[config.mk]
export PLATFORM = sky130hd
export DESIGN_NAME = multi_lane_serdes
export DESIGN_NICKNAME = d
export VERILOG_FILES = /design/src/rtl/multi_lane_serdes.sv
export SDC_FILE = /design/constraint.sdc
export NUM_CORES = 1
export LEC_CHECK = 0
export BUFFER_PORTS_ARGS = -buffer_cell sky130_fd_sc_hd__buf_2
export CELL_PAD_IN_SITES_DETAIL_PLACEMENT = 1
export CELL_PAD_IN_SITES_GLOBAL_PLACEMENT = 1
export CORE_ASPECT_RATIO = 1.5
export CORE_MARGIN = 10
export CORE_UTILIZATION = 45
export DETAILED_ROUTE_END_ITERATION = 16
export PLACE_DENSITY_LB_ADDON = 0.2
export SLEW_MARGIN = 20
export SYNTH_ARGS = -nofsm -noshare
export SYNTH_HDL_FRONTEND = slang
export SYNTH_SLANG_ARGS = --single-unit
[constraint.sdc]
create_clock -name i_clk -period 2.1 [get_ports i_clk]
set_input_delay 0.105 -clock i_clk [delete_from_list [all_inputs] [get_ports i_clk]]
set_output_delay 0.105 -clock i_clk [all_outputs]
set_load 0.02 [all_outputs]
[src/rtl/multi_lane_serdes.sv]
// multi_lane_serdes: NLANES-wide MSB-first serialiser/deserialiser with
// per-lane comma alignment (HUNT/CHECK/LOCKED) and idle-comma stripping.
// Ports:
//   i_clk, i_rst_n (async, active low)
//   i_tx_data, i_tx_valid, o_tx_ready    parallel TX side
//   o_txp, o_txn                         serial TX pairs
//   i_rxp, i_rxn                         serial RX pairs (i_rxp is used)
//   i_realign                            send all lanes back to HUNT
//   o_rx_data, o_rx_valid, o_rx_lock     parallel RX side
// Optional: define SERDES_LOOPBACK_EN to add i_loopback (RX from own TX).
module multi_lane_serdes #(
    parameter int                PWIDTH   = 20,
    parameter int                NLANES   = 4,
    parameter logic [PWIDTH-1:0] COMMA    = 20'h3E0F1,
    parameter int                LOCK_CNT = 4
) (
    input  logic                     i_clk,
    input  logic                     i_rst_n,
    input  logic [NLANES*PWIDTH-1:0] i_tx_data,
    input  logic                     i_tx_valid,
    output logic                     o_tx_ready,
    output logic [NLANES-1:0]        o_txp,
    output logic [NLANES-1:0]        o_txn,
    input  logic [NLANES-1:0]        i_rxp,
    input  logic [NLANES-1:0]        i_rxn,
`ifdef SERDES_LOOPBACK_EN
    input  logic                     i_loopback,
`endif
    input  logic                     i_realign,
    output logic [NLANES*PWIDTH-1:0] o_rx_data,
    output logic [NLANES-1:0]        o_rx_valid,
    output logic [NLANES-1:0]        o_rx_lock
);

    localparam int             CW      = $clog2(PWIDTH);
    localparam logic [CW-1:0]  CNT_MAX = CW'(PWIDTH - 1);
    localparam logic [3:0]     LC4     = 4'(LOCK_CNT);

    typedef enum logic [1:0] {
        HUNT,
        CHECK,
        LOCKED
    } state_t;

    // The negative leg carries no extra information.
    logic rxn_unused;
    assign rxn_unused = ^i_rxn;

    logic [CW-1:0] tx_cnt;

    assign o_tx_ready = (tx_cnt == CNT_MAX);
    assign o_txn      = ~o_txp;

    always_ff @(posedge i_clk or negedge i_rst_n) begin
        if (!i_rst_n) begin
            tx_cnt <= '0;
        end else if (o_tx_ready) begin
            tx_cnt <= '0;
        end else begin
            tx_cnt <= tx_cnt + 1'b1;
        end
    end

    for (genvar k = 0; k < NLANES; k++) begin : g_lane
        logic [PWIDTH-1:0] tx_sr;
        logic [PWIDTH-1:0] rx_sr;
        logic              rx_bit;
        logic [CW-1:0]     cnt_q, cnt_d;
        logic [3:0]        good_q, good_d;
        state_t            state_q, state_d;
        logic [PWIDTH-1:0] data_q, data_d;
        logic              valid_q, valid_d;
        logic              is_comma;
        logic              boundary;

        always_ff @(posedge i_clk or negedge i_rst_n) begin
            if (!i_rst_n) begin
                tx_sr <= '0;
            end else if (o_tx_ready) begin
                tx_sr <= i_tx_valid ? i_tx_data[k*PWIDTH +: PWIDTH]
                                    : COMMA;
            end else begin
                tx_sr <= {tx_sr[PWIDTH-2:0], 1'b0};
            end
        end

        assign o_txp[k] = tx_sr[PWIDTH-1];

`ifdef SERDES_LOOPBACK_EN
        // Loopback taps the TX MSB directly: no extra latency.
        assign rx_bit = i_loopback ? tx_sr[PWIDTH-1] : i_rxp[k];
`else
        assign rx_bit = i_rxp[k];
`endif

        assign is_comma = (rx_sr == COMMA);
        assign boundary = (cnt_q == CNT_MAX);

        always_comb begin
            state_d = state_q;
            good_d  = good_q;
            cnt_d   = boundary ? '0 : cnt_q + 1'b1;
            data_d  = data_q;
            valid_d = 1'b0;
            if (i_realign) begin
                state_d = HUNT;
                good_d  = '0;
            end else begin
                unique case (state_q)
                    HUNT: begin
                        // Restart the phase so the comma ends a word
                        // here; next boundary is PWIDTH edges later.
                        if (is_comma) begin
                            cnt_d   = '0;
                            good_d  = 4'd1;
                            state_d = (LOCK_CNT == 1) ? LOCKED : CHECK;
                        end
                    end
                    CHECK: begin
                        if (boundary) begin
                            if (is_comma) begin
                                good_d = good_q + 4'd1;
                                if (good_d == LC4) begin
                                    state_d = LOCKED;
                                end
                            end else begin
                                good_d  = '0;
                                state_d = HUNT;
                            end
                        end
                    end
                    LOCKED: begin
                        if (boundary && !is_comma) begin
                            data_d  = rx_sr;
                            valid_d = 1'b1;
                        end
                    end
                    default: begin
                        state_d = HUNT;
                        good_d  = '0;
                    end
                endcase
            end
        end

        always_ff @(posedge i_clk or negedge i_rst_n) begin
            if (!i_rst_n) begin
                rx_sr   <= '0;
                cnt_q   <= '0;
                good_q  <= '0;
                state_q <= HUNT;
                data_q  <= '0;
                valid_q <= 1'b0;
            end else begin
                rx_sr   <= {rx_sr[PWIDTH-2:0], rx_bit};
                cnt_q   <= cnt_d;
                good_q  <= good_d;
                state_q <= state_d;
                data_q  <= data_d;
                valid_q <= valid_d;
            end
        end

        assign o_rx_data[k*PWIDTH +: PWIDTH] = data_q;
        assign o_rx_valid[k]                 = valid_q;
        assign o_rx_lock[k]                  = (state_q == LOCKED);
    end

endmodule

=== Word-level counts from Yosys, hierarchy flattened ===
Cells that the tools add are included.

* Register bits after elaboration: 293
* Input bits: 92
* Output and inout port bits: 97
* Word-level logic and storage cells: 182

* $add $sub $neg: 9
* Equality and inequality tests: 37
* Multiplexer cells: 81
* Bitwise logic cells: 2
* Reduce and logical (&&, ||, !) cells: 24

{| class="wikitable"
|+ Operators by type and width
! kind !! count
|-
| 20-bit 2-to-1 mux || 8
|-
| 5-bit 2-to-1 mux || 17
|-
| 20-bit by 18-bit == test with 1-bit output (second input constant) || 4
|-
| 4-bit 2-to-1 mux || 16
|-
| 4-bit case mux with 3 select lines || 4
|-
| 2-bit 2-to-1 mux || 20
|-
| 5-bit by 1-bit adder with 5-bit output (second input constant) || 5
|-
| 5-bit == test (second input constant) || 5
|-
| 3-bit != test (second input constant) || 8
|-
| 2-bit case mux with 3 select lines || 4
|-
| 3-bit AND reduction || 8
|-
| 4-bit by 1-bit adder with 4-bit output (second input constant) || 4
|-
| 4-bit by 3-bit == test with 1-bit output (second input constant) || 4
|-
| 4-bit != test (second input constant) || 4
|-
| 4-bit AND reduction || 4
|-
| 1-bit 2-to-1 mux || 12
|-
| 2-bit by 1-bit == test with 1-bit output (second input constant) || 4
|-
| 2-bit == test (second input constant) || 4
|-
| 2-bit logical NOT || 4
|-
| 2-bit != test (second input constant) || 4
|-
| 1-bit logical AND || 4
|-
| 1-bit logical NOT || 4
|-
| 4-bit inverter || 1
|-
| 1-bit inverter || 1
|}

=== Longest topological paths before layout ===
Gate-level depths: netlist (run 1).

* Word-level depth: 7
* Gate-level depth with buffers: 7
* Mapped depth without buffers: 6

=== Least setup slack after synthesis (run 1) ===
OpenSTA, ideal clock, no wires.

* Path kind: flip-flop to flip-flop
* Start point: register g_lane[3].state_q[0]
* End point: register g_lane[3].data_q[0]
* Library setup time: 125 ps
* Arrival: 1791 ps
* Data required time: 1975 ps
* Setup slack: 183 ps
* Stages on the path, launching flop included: 6
* Buffers on the path: 2
* Clock period less this slack: 1917 ps
* Cell sequence: dfrtp_1 -> bufbuf_16 -> nor2_1 -> nor4b_4 -> buf_6 -> mux2_4

* Word-level cells in the longest chain between the ends: 2

{| class="wikitable"
|+ RTL lines
! item !! line !! text
|-
| start, declared || 70 || <nowiki>state_t state_q, state_d;</nowiki>
|-
| start signal, assigned || 158 || <nowiki>state_q <= state_d;</nowiki>
|-
| 2-bit == test || n/a ||
|-
| net o_rx_lock[3] || 32 || <nowiki>output logic [NLANES-1:0] o_rx_lock</nowiki>
|-
| 3-bit AND reduction (no source line) || n/a ||
|-
| end signal, assigned || 159 || <nowiki>data_q <= data_d;</nowiki>
|-
| end, declared || 71 || <nowiki>logic [PWIDTH-1:0] data_q, data_d;</nowiki>
|}

The timed path passes the listed nets, and every way through them passes these cells.
A chain may end at the register's enable or synchronous reset.

=== Worst setup path after layout (run 1) ===
* Start point: register g_lane[2].rx_sr[2]
* End point: register g_lane[2].data_q[2]

* Word-level cells in the longest chain between the ends: 4

{| class="wikitable"
|+ RTL lines
! item !! line !! text
|-
| start, declared || 66 || <nowiki>logic [PWIDTH-1:0] rx_sr;</nowiki>
|-
| start signal, assigned || 155 || <nowiki>rx_sr <= {rx_sr[PWIDTH-2:0], rx_bit};</nowiki>
|-
| 20-bit by 18-bit == test with 1-bit output || 96 || <nowiki>assign is_comma = (rx_sr == COMMA);</nowiki>
|-
| 1-bit logical NOT || 133 || <nowiki>if (boundary && !is_comma) begin</nowiki>
|-
| 1-bit logical AND || 133 ||
|-
| 3-bit AND reduction (no source line) || n/a ||
|-
| end signal, assigned || 159 ||
|-
| end, declared || 71 ||
|}

Parallel ways exist; a longest one is shown, timed or not.

==> results of run 1 <==
## stage by stage
stage,area (µm²),hold WS (ns),power [mW],cells,utilization (%)
2_1_floorplan,11500,-0.191,6.24,921,-
4_1_cts,14600,0.0444,11.7,1555,58.4
6_report,14800,0.0598,11.6,1561,58.9
3_5_place_dp,12900,0.0901,6.57,1419,51.4
3_3_place_gp,12900,0.0797,6.54,1419,51.4
5_1_grt,14800,0.0901,12.1,1561,58.9
## cell usage after synthesis (3+ instances only)
cell type,count
dfrtp_1,293
nand2_1,92
inv_1,64
nor2_1,64
mux2_2,61
nand3_1,59
a31oi_1,39
clkbuf_1,22
mux2_4,19
ha_1,13
a21oi_1,12
nand2b_1,11
nor3_1,11
xnor2_1,10
o21ai_0,9
buf_4,8
buf_6,8
xor2_1,8
nor4b_1,7
nand3b_1,6
nor2b_1,6
buf_1,5
buf_2,5
nor4_1,5
a21boi_0,4
nand4b_1,4
o22ai_1,4
a22o_1,3
and3_1,3
and3b_1,3
and4b_1,3
nand3_2,3
nor4bb_1,3
o32ai_1,3
## cell families (layout without fill, tap and decap cells)
| family | Yosys count | after routing | synth area share, % |
|---|---|---|---|
| muxes | 82 | 82 | 8.66 |
| other | 0 | 3 | 0 |
| DFF | 293 | 293 | 64.0 |
| xor gates and xnor gates | 18 | 18 | 1.38 |
| buffers and inverters | 114 | 423 | 4.83 |
| AOI/OAI and AO/OA | 94 | 94 | 5.53 |
| adders and majority gates | 13 | 13 | 1.42 |
| and+or+nand+nor | 307 | 307 | 14.1 |
## routing by layer
| metal | track usage (%) | up-vias |
|---|---|---|
| met2 | 34.4 | 163 |
| met3 | 4.52 | 43 |
| li1 | - | 3715 |
| met5 | 0 | - |
| met4 | 6.04 | 0 |
| met1 | 20.1 | 4068 |
## power by group through the flow
stage	registers [mW]	clock network, mW	logic (mW)
floorplan	6.04	0	0.203
global placement	6.08	0	0.464
detailed placement	6.09	0	0.479
CTS	5.99	5.10	0.609
global route	6.02	5.38	0.690
finish	5.99	4.96	0.617
## state kept, by name (all words and copies together), names as in the netlist
signal          cells
g_lane.state_q      8
g_lane.valid_q      4
g_lane.tx_sr       80
g_lane.cnt_q       20
g_lane.rx_sr       80
g_lane.good_q      16
tx_cnt              5
g_lane.data_q      80
## worst min-delay path by stage
| stage | from | end | slack, ns | cells past startpoint |
|---|---|---|---|---|
| final | i_realign | g_lane[1].state_q[1]$_DFFE_PN0P_ | 0.06 | 2 |
| after global routing | i_realign | g_lane[1].state_q[1]$_DFFE_PN0P_ | 0.09 | 2 |
| after CTS | i_realign | g_lane[1].state_q[1]$_DFFE_PN0P_ | 0.04 | 2 |
| after detailed placement | i_rst_n | g_lane[3].rx_sr[13]$_DFF_PN0_ | 0.09 | 1 |
| after global placement | i_rst_n | g_lane[3].valid_q$_DFF_PN0_ | 0.08 | 1 |
| after floorplan | i_rst_n | g_lane[0].cnt_q[0]$_DFF_PN0_ | -0.19 | 0 |
## what timing repair did
item	in CTS	in global routing
hold buffers	85	0
gates resized for setup	2	21
setup endpoints to repair	20	53
setup buffers	0	2
pin swaps	0	2
cloned	0	1
endpoints found under the hold margin	320	0
## cell type report
cell class	instances	area [µm²]
Fill cell	2602	10300
Antenna cell	3	7.51
Tap cell	328	410
Sequential cell	293	7330
Clock inverter	9	57.6
Timing Repair Buffer	307	2210
Clock buffer	42	845
Multi-Input combinational cell	514	3650
Inverter	65	246
==> run_results.csv, run 1 <==
group,metric,value,unit
status,status,"complete, but fails checks",
status,violations,"setup timing",
global_route,grt.total_usage,18.6,%
critical_path,endpoint_kind,"flop",
route,drtAntennaViolNets,0,
job,max-cap-violations,0,
critical_path,cpPeakStageDelay,0.41,ns
synthesis,synth-edff-count,0,
synthesis,synth_nets,1026,
cts,clk_path_buf_depth,3,
critical_path,cp_num_cells,7,
floorplan,rows,71,
synthesis,ys_ff_latch,293,
critical_path,crit_end,"g_lane[2].data_q[2]$_DFFE_PN0P_",
route,dr.pass1.iters,4,
timing,worstMarginPinSlew,0.625,ns
critical_path,crit_type,"reg2reg",
cts,clk_pin_slew,0.06,ns
cts,clockRootBuffer,"clkbuf_16",
floorplan,die_area,0.0324,mm²
timing,min_period_over_period,104,%
route,wl_per_cell,19.3,µm
power,vdd_drop_max,0.599,mV
synthesis,yosys.area.top_type,"dfrtp_1",
synthesis,syn_area_per_cell,12.4,µm²
timing,rsz0062_at_grt,"true",
synthesis,syn-cell-area,0.0115,mm²
timing,finalCriticalPeriod,2.19,ns
critical_path,worstSetupStartpointType,"flop",
critical_path,worst_ep_arrival_time,2.63,ns
floorplan,initial_core_util,45.7,%
cts,cts_tree,"done",
power,p_per_area,783,mW/mm²
route,vias,7989,
worst_hold_path,hold_path_class,"in2reg",
power,clock_power_share,42.9,%
route,wl_met3,1.56,mm
cts,numClockSinks,293,
route,dr_wl_met2,16.6,mm
critical_path,worstReg2RegStart,"g_lane[2].rx_sr[2]$_DFF_PN0_",
floorplan,die_w,150,µm
placement,place_congestion,0.745,
critical_path,r2r_slack,-0.09,ns
route,wirelength,30.2,mm
floorplan,coreArea,0.0251,mm²
route,top_layer_used,"met4",
timing,slew_headroom,58.3,%
critical_path,critical-path-top-delay-family,"simple AND/OR/NAND/NOR gates",
critical_path,cp.buffers_inverters,2,
finish,final_common_cell,"dfrtp_1",
critical_path,r2r_cells,7,
critical_path,crit_path_max_fanout,5,
synthesis,async_flop_share,100,%
cts,cts-buffers-inserted,29,
finish,syn_to_final_growth,29.0,%
timing,slew_violations,0,
timing,skew,0.0212,ns
critical_path,path_cells,"nand4b_1 -> nor4_4 -> buf_4 -> and4_4 -> or3_4 -> clkbuf_16 -> mux2_4",
placement,dp_slack,-0.0752,ns
global_route,grt_max_degree,64,
floorplan,ios,189,
synthesis,synth_area_leaders,"dfrtp_1 (64%), mux2_2 (6.0%), nand2_1 (3.0%)",
timing,max_freq,0.456,GHz
global_route,antenna_found_initial,3,
placement,hpwl,18.4,mm
timing,setup_tns,-1.23,ns
finish,final_nets,1315,
critical_path,cpMaxStageDelayCell,"dfrtp_1",
timing,setup_viol,20,
placement,io_buffers,184,
power,p_comb_share,5.3,%
cts,clk-insertion-delay-late,0.55,ns
power,power.switching,2.66,mW
floorplan,die_h,215,µm
synthesis,synthFlopType,"dfrtp_1",
critical_path,startpoint,"g_lane[2].rx_sr[2]$_DFF_PN0_",
finish,drive_gt1_share,30.2,%
route,drt-initial-drc-count,361,
global_route,grt_pass1_wl,48.7,mm
synthesis,synth_top_area_share,64.0,%
critical_path,crit_required,2.53,ns
synthesis,synth_warnings,0,
synthesis,yosysSeqAreaShare,64.0,%
synthesis,ys_types,71,
timing,hold_viol_final,0,
power,swShare,23.0,%
route,met1Wirelength,11.3,mm
power,pwr-share-seq,51.8,%
power,leakage,7.52,nW
global_route,grt_overflow,0,
global_route,first_global_vias,9096,
critical_path,r2r_end,"g_lane[2].data_q[2]$_DFFE_PN0P_",
route,route.detailed.drc,0,
timing,finalWorstSetupSlack,-0.0923,ns
finish,most-common-layout-cells,"dfrtp_1 (293), buf_2 (183), nand2_1 (92), dlygate4sd3_1 (85)",
cts,htree_levels,1,
synthesis,syn_inst,921,
route,viasPerCell,5.12,
power,internal_power,8.91,mW
Note: power is estimated with default switching activity, not from simulation.
==> inputs of run 2 (changes only) <==
Settings changed: RECOVER_POWER from default to 100.
==> run 2 against run 1 <==
The flow finishes with violations (capacitance limit, slew limit, setup timing). Sequential power about the same. Cell area down 1.4%. Global-route usage unchanged. Clock skew up 0.0012 ns. Worst hold slack worse by 0.0034 ns. Register-to-register slack about the same. Critical path depth unchanged. Setup slack better by 0.0025 ns. Die area unchanged. First-iteration DRC count down 1.7%. Non-clock buffer count unchanged. Largest cell class unchanged. Highest routed layer unchanged.
==> run_results.csv, run 2 (synthesized netlist as in run 1, its figures left out) <==
group,metric,value,unit
timing,setup_viol,20,
timing,finalWorstSetupSlack,-0.0898,ns
critical_path,cpPeakStageDelay,0.41,ns
timing,finalCriticalPeriod,2.19,ns
worst_hold_path,hold_depth,2,
finish,most-common-layout-cells,"dfrtp_1 (293), clkbuf_1 (108), nand2_1 (92), buf_2 (87), dlygate4sd3_1 (85)",
status,violations,"capacitance limit, slew limit, setup timing",
power,clock_power_share,42.9,%
route,wl_per_cell,19.4,µm
power,power,11.6,mW
route,top_layer_used,"met4",
finish,syn_to_final_growth,27.1,%
placement,placed_area,0.0129,mm²
floorplan,coreArea,0.0251,mm²
job,max-cap-violations,1,
route,vias,8009,
finish,fin_cells,1561,
critical_path,critical-path-top-delay-family,"simple AND/OR/NAND/NOR gates",
global_route,grt.total_usage,18.6,%
power,leakage,7.06,nW
finish,final_common_cell,"dfrtp_1",
power,internal_power,8.90,mW
cts,clk-insertion-delay-late,0.55,ns
floorplan,ios,189,
critical_path,crit_path_max_fanout,5,
critical_path,worstSetupStartpointType,"flop",
timing,skew,0.0223,ns
global_route,grt_pass1_wl,48.7,mm
critical_path,cp.buffers_inverters,2,
route,drtAntennaViolNets,0,
placement,io_buffers,184,
power,pwr-share-seq,51.9,%
route,route.detailed.drc,0,
route,wirelength,30.3,mm
critical_path,crit_type,"reg2reg",
finish,fin_area,0.0146,mm²
critical_path,startpoint,"g_lane[2].rx_sr[2]$_DFF_PN0_",
route,drt-initial-drc-count,355,
placement,place_congestion,0.745,
finish,final_nets,1315,
critical_path,worst_ep_arrival_time,2.63,ns
timing,slew_headroom,-4.69,%
finish,multi_input_area,0.00365,mm²
cts,htree_levels,1,
floorplan,die_area,0.0324,mm²
critical_path,path_cells,"nand4b_1 -> nor4_4 -> buf_4 -> and4_4 -> or3_4 -> clkbuf_16 -> mux2_4",
cts,numClockSinks,293,
critical_path,worstReg2RegStart,"g_lane[2].rx_sr[2]$_DFF_PN0_",
cts,cts-buffers-inserted,29,
cts,cts_tree,"done",
finish,top_regs,"g_lane.data_q x80, g_lane.rx_sr x80, g_lane.tx_sr x80",
timing,setup_tns,-1.18,ns
critical_path,crit_required,2.54,ns
power,vdd_drop_max,0.598,mV
cts,clockRootBuffer,"clkbuf_16",
finish,area.sequential,0.00733,mm²
route,viasPerCell,5.13,
global_route,grt_overflow,0,
finish,drive_gt1_share,21.7,%
critical_path,r2r_slack,-0.09,ns
timing,min_period_over_period,104,%
critical_path,cp_num_cells,7,
critical_path,r2r_cells,7,
power,p_comb_share,5.2,%
finish,nFillCells,2641,
floorplan,rows,71,
route,wl_met3,1.60,mm
timing,rsz0062_at_grt,"true",
cts,clk_pin_slew,0.06,ns
timing,hold_viol_final,0,
status,status,"complete, but fails checks",
timing,max_freq,0.457,GHz
floorplan,initial_core_util,45.7,%
critical_path,crit_end,"g_lane[2].data_q[2]$_DFFE_PN0P_",
global_route,first_global_vias,9096,
placement,hpwl,18.4,mm
cts,clk_path_buf_depth,3,
placement,place_inst,1419,
worst_hold_path,hold_path_class,"in2reg",
power,power.switching,2.65,mW
global_route,grt_max_degree,64,
power,swShare,23.0,%
timing,worstMarginPinSlew,1.57,ns
critical_path,endpoint_kind,"flop",
global_route,antenna_found_initial,3,
floorplan,die_w,150,µm
route,dr_wl_met2,16.7,mm
critical_path,r2r_end,"g_lane[2].data_q[2]$_DFFE_PN0P_",
route,met1Wirelength,11.3,mm
floorplan,die_h,215,µm
critical_path,cpMaxStageDelayCell,"dfrtp_1",
route,dr.pass1.iters,4,
worst_hold_path,worstHoldStart,"i_realign",
power,p_per_area,794,mW/mm²
timing,slew_violations,62,
==> run 2: how the worst min path moves through the flow <==
stage | end | slack, ns
global placement | g_lane[3].valid_q$_DFF_PN0_ | 0.08
finish | g_lane[1].state_q[1]$_DFFE_PN0P_ | 0.06
CTS | g_lane[1].state_q[1]$_DFFE_PN0P_ | 0.04
detailed placement | g_lane[3].rx_sr[13]$_DFF_PN0_ | 0.09
global route | g_lane[1].state_q[1]$_DFFE_PN0P_ | 0.09
floorplan | g_lane[0].cnt_q[0]$_DFF_PN0_ | -0.19
==> run 2: metrics by stage <==
| step | worst slack [ns] | hold WS [ns] | util (%) |
|---|---|---|---|
| 2_1_floorplan | 0.183 | -0.191 | - |
| 3_3_place_gp | -0.0629 | 0.0797 | 51.4 |
| 3_5_place_dp | -0.0752 | 0.0901 | 51.4 |
| 4_1_cts | 0.0189 | 0.0444 | 58.4 |
| 5_1_grt | -0.159 | 0.0901 | 58.1 |
| 6_report | -0.0898 | 0.0564 | 58.1 |
==> run 2: layer usage <==
layer,up-vias,track usage [%]
li1,3713,-
met1,4079,20.1
met2,171,34.4
met3,46,4.52
met4,0,6.04
met5,-,0
==> run 2: worst reg2reg max path: stages, from the launching register on <==
cell and delay [ns]:
dfrtp_1 0.41, nand4b_1 0.25, nor4_4 0.32, buf_4 0.17
and4_4 0.23, or3_4 0.20, clkbuf_16 0.18, mux2_4 0.31
==> run 2: repair_timing <==
action,CTS,global route
pin swaps,0,2
gates cloned,0,1
buffers inserted,0,2
hold buffers,85,0
hold endpoints to repair,320,0
setup endpoints to repair,20,53
gates resized for setup,2,21
==> run 2: cell type report <==
class | instances | share of cell area (%)
Sequential cell | 293 | 50.4
Multi-Input combinational cell | 514 | 25.0
Timing Repair Buffer | 307 | 13.8
Clock buffer | 42 | 5.80
Tap cell | 328 | 2.82
Inverter | 65 | 1.69
Clock inverter | 9 | 0.395
Antenna cell | 3 | 0.0516
==> run 2: power groups by stage <==
stage,Combinational (mW),Clock (mW),Sequential (mW)
finish,0.602,4.96,5.99
floorplan,0.203,0,6.04
CTS,0.609,5.10,5.99
detailed placement,0.479,0,6.09
global route,0.676,5.38,6.02
global placement,0.464,0,6.08
==> inputs of run 3 (changes only) <==
--- a/constraint.sdc
+++ b/constraint.sdc
@@ -3,2 +3,2 @@
 set_output_delay 0.105 -clock i_clk [all_outputs]
-set_load 0.02 [all_outputs]
+set_load 0.005 [all_outputs]
==> run 3 against run 2 <==
Wire length is 3.6% lower. Critical endpoint is now g_lane[2].data_q[8]$_DFFE_PN0P_. Global-route usage fell by 0.42 points. Maximum frequency up 9.7%. Via count is 0.24% higher. The run ends with capacitance limit, slew limit left. Non-clock buffer count fell by 3. Clock power fell by 3%. Critical path depth did not move.
==> run_results.csv, run 3 (synthesized netlist as in run 1, its figures left out) <==
group,metric,value,unit
critical_path,cpMaxStageDelayCell,"dfrtp_1",
job,max-cap-violations,1,
global_route,grt_overflow,0,
critical_path,worst_ep_arrival_time,2.42,ns
placement,io_buffers,184,
finish,area.sequential,0.00733,mm²
finish,nFillCells,2660,
status,status,"complete, but fails checks",
cts,clockRootBuffer,"clkbuf_16",
worst_hold_path,hold_path_class,"in2reg",
critical_path,crit_type,"reg2reg",
floorplan,die_w,150,µm
floorplan,die_h,215,µm
route,vias,8028,
critical_path,endpoint_kind,"flop",
finish,most-common-layout-cells,"dfrtp_1 (293), clkbuf_1 (96), buf_2 (94), nand2_1 (92), dlygate4sd3_1 (85)",
timing,hold_viol_final,0,
power,leakage,7.02,nW
placement,hpwl,18.3,mm
global_route,grt_max_degree,64,
finish,fin_cells,1555,
critical_path,r2r_end,"g_lane[2].data_q[8]$_DFFE_PN0P_",
finish,final_common_cell,"dfrtp_1",
timing,finalCriticalPeriod,2.00,ns
global_route,antenna_found_initial,1,
finish,top_regs,"g_lane.data_q x80, g_lane.rx_sr x80, g_lane.tx_sr x80",
timing,min_period_over_period,95.1,%
route,drtAntennaViolNets,0,
critical_path,cpPeakStageDelay,0.39,ns
timing,slew_headroom,-6.40,%
floorplan,die_area,0.0324,mm²
critical_path,startpoint,"g_lane[2].rx_sr[3]$_DFF_PN0_",
critical_path,crit_path_max_fanout,10,
critical_path,critical-path-top-delay-family,"simple AND/OR/NAND/NOR gates",
power,p_per_area,787,mW/mm²
finish,multi_input_area,0.00360,mm²
finish,drive_gt1_share,22.5,%
finish,final_nets,1311,
timing,skew,0.00801,ns
cts,cts-buffers-inserted,28,
finish,post-route-util,57.9,%
cts,numClockSinks,293,
critical_path,worstSetupStartpointType,"flop",
cts,clk_pin_slew,0.06,ns
cts,clk_path_buf_depth,3,
route,route.detailed.drc,0,
cts,cts_tree,"done",
floorplan,coreArea,0.0251,mm²
finish,fin_area,0.0145,mm²
timing,setup_viol,0,
timing,slew_violations,61,
global_route,grt.total_usage,18.2,%
timing,max_freq,0.501,GHz
placement,place_inst,1418,
status,violations,"capacitance limit, slew limit",
critical_path,crit_required,2.52,ns
critical_path,path_cells,"nand2b_1 -> nor4_4 -> buf_4 -> and4_4 -> or3_4 -> buf_12 -> mux2_2",
critical_path,r2r_slack,0.10,ns
critical_path,worstReg2RegStart,"g_lane[2].rx_sr[3]$_DFF_PN0_",
floorplan,initial_core_util,45.7,%
placement,dp_slack,-0.106,ns
route,wirelength,29.2,mm
route,viasPerCell,5.16,
floorplan,ios,189,
critical_path,crit_end,"g_lane[2].data_q[8]$_DFFE_PN0P_",
placement,place_congestion,0.743,
timing,worstMarginPinSlew,1.60,ns
critical_path,cp_num_cells,7,
floorplan,rows,71,
power,vdd_drop_max,0.544,mV
critical_path,cp.buffers_inverters,2,
cts,clk-insertion-delay-late,0.54,ns
route,drt-initial-drc-count,406,
global_route,grt_pass1_wl,48.3,mm
critical_path,r2r_cells,7,
timing,rsz0062_at_grt,"true",
finish,syn_to_final_growth,26.6,%
global_route,first_global_vias,9232,
route,wl_per_cell,18.8,µm
cts,htree_levels,1,
worst_hold_path,worstHoldStart,"i_realign",
route,dr.pass1.iters,4,
placement,placed_area,0.0129,mm²
timing,finalWorstSetupSlack,0.103,ns
run 3: cell types whose count changed in the layout (fill, tap and decap cells not counted), sizes merged:
cell	previous run	this run
clkbuf	151	135
buf	113	122
clkinv	7	10
clkinvlp	1	3
diode	3	1
inv	66	64
run 3: timing repair:
action / in CTS / in global routing
resized for setup: 4 / 6
setup buffers: 1 / 0
endpoints found under the hold margin: 320 / 0
hold buffers: 85 / 0
pin swaps: 2 / 1
endpoints found under the setup margin: 21 / 58
run 3: stage by stage:
step	setup TNS [ns]	total power, mW	hold WS, ns
2_1_floorplan	0	6.23	-0.191
3_3_place_gp	-1.09	6.54	0.0791
3_5_place_dp	-1.64	6.56	0.0892
4_1_cts	0	11.6	0.0638
5_1_grt	-0.0279	11.9	0.107
6_report	0	11.4	0.0887
run 3: power by group:
part / switching, mW / total (mW) / leakage (nW) / internal (mW)
Clock: 2.14 / 4.83 / 0.434 / 2.69
Sequential: 0.157 / 5.99 / 3.76 / 5.83
Combinational: 0.308 / 0.592 / 2.83 / 0.284
Total: 2.60 / 11.4 / 7.02 / 8.81
run 3: layer usage:
layer | global-route usage [%] | vias to the layer above | routed length [µm]
met1 | 19.6 | 4134 | 10700
met5 | 0 | - | 0
met4 | 5.00 | 0 | 525
met3 | 4.50 | 40 | 1570
met2 | 34.0 | 156 | 16400
li1 | - | 3698 | -
run 3: worst min path at each step:
stage                                             to  cells past startpoint  slack, ns
floorplan               g_lane[0].cnt_q[0]$_DFF_PN0_                      0      -0.19
global placement         g_lane[3].valid_q$_DFF_PN0_                      1       0.08
detailed placement       g_lane[3].valid_q$_DFF_PN0_                      1       0.09
CTS                    g_lane[2].tx_sr[19]$_DFF_PN0_                      3       0.06
global route         g_lane[2].good_q[0]$_DFFE_PN0P_                      2       0.11
finish              g_lane[1].state_q[1]$_DFFE_PN0P_                      2       0.09
run 3: final cells by class:
cell class	count	share of cell area (%)
tap	328	2.83
antenna	1	0.0173
inverter	65	1.72
multi-input combinational	514	24.8
timing repair buffer	304	14.0
clock buffer	38	5.58
sequential	293	50.6
clock inverter	12	0.466
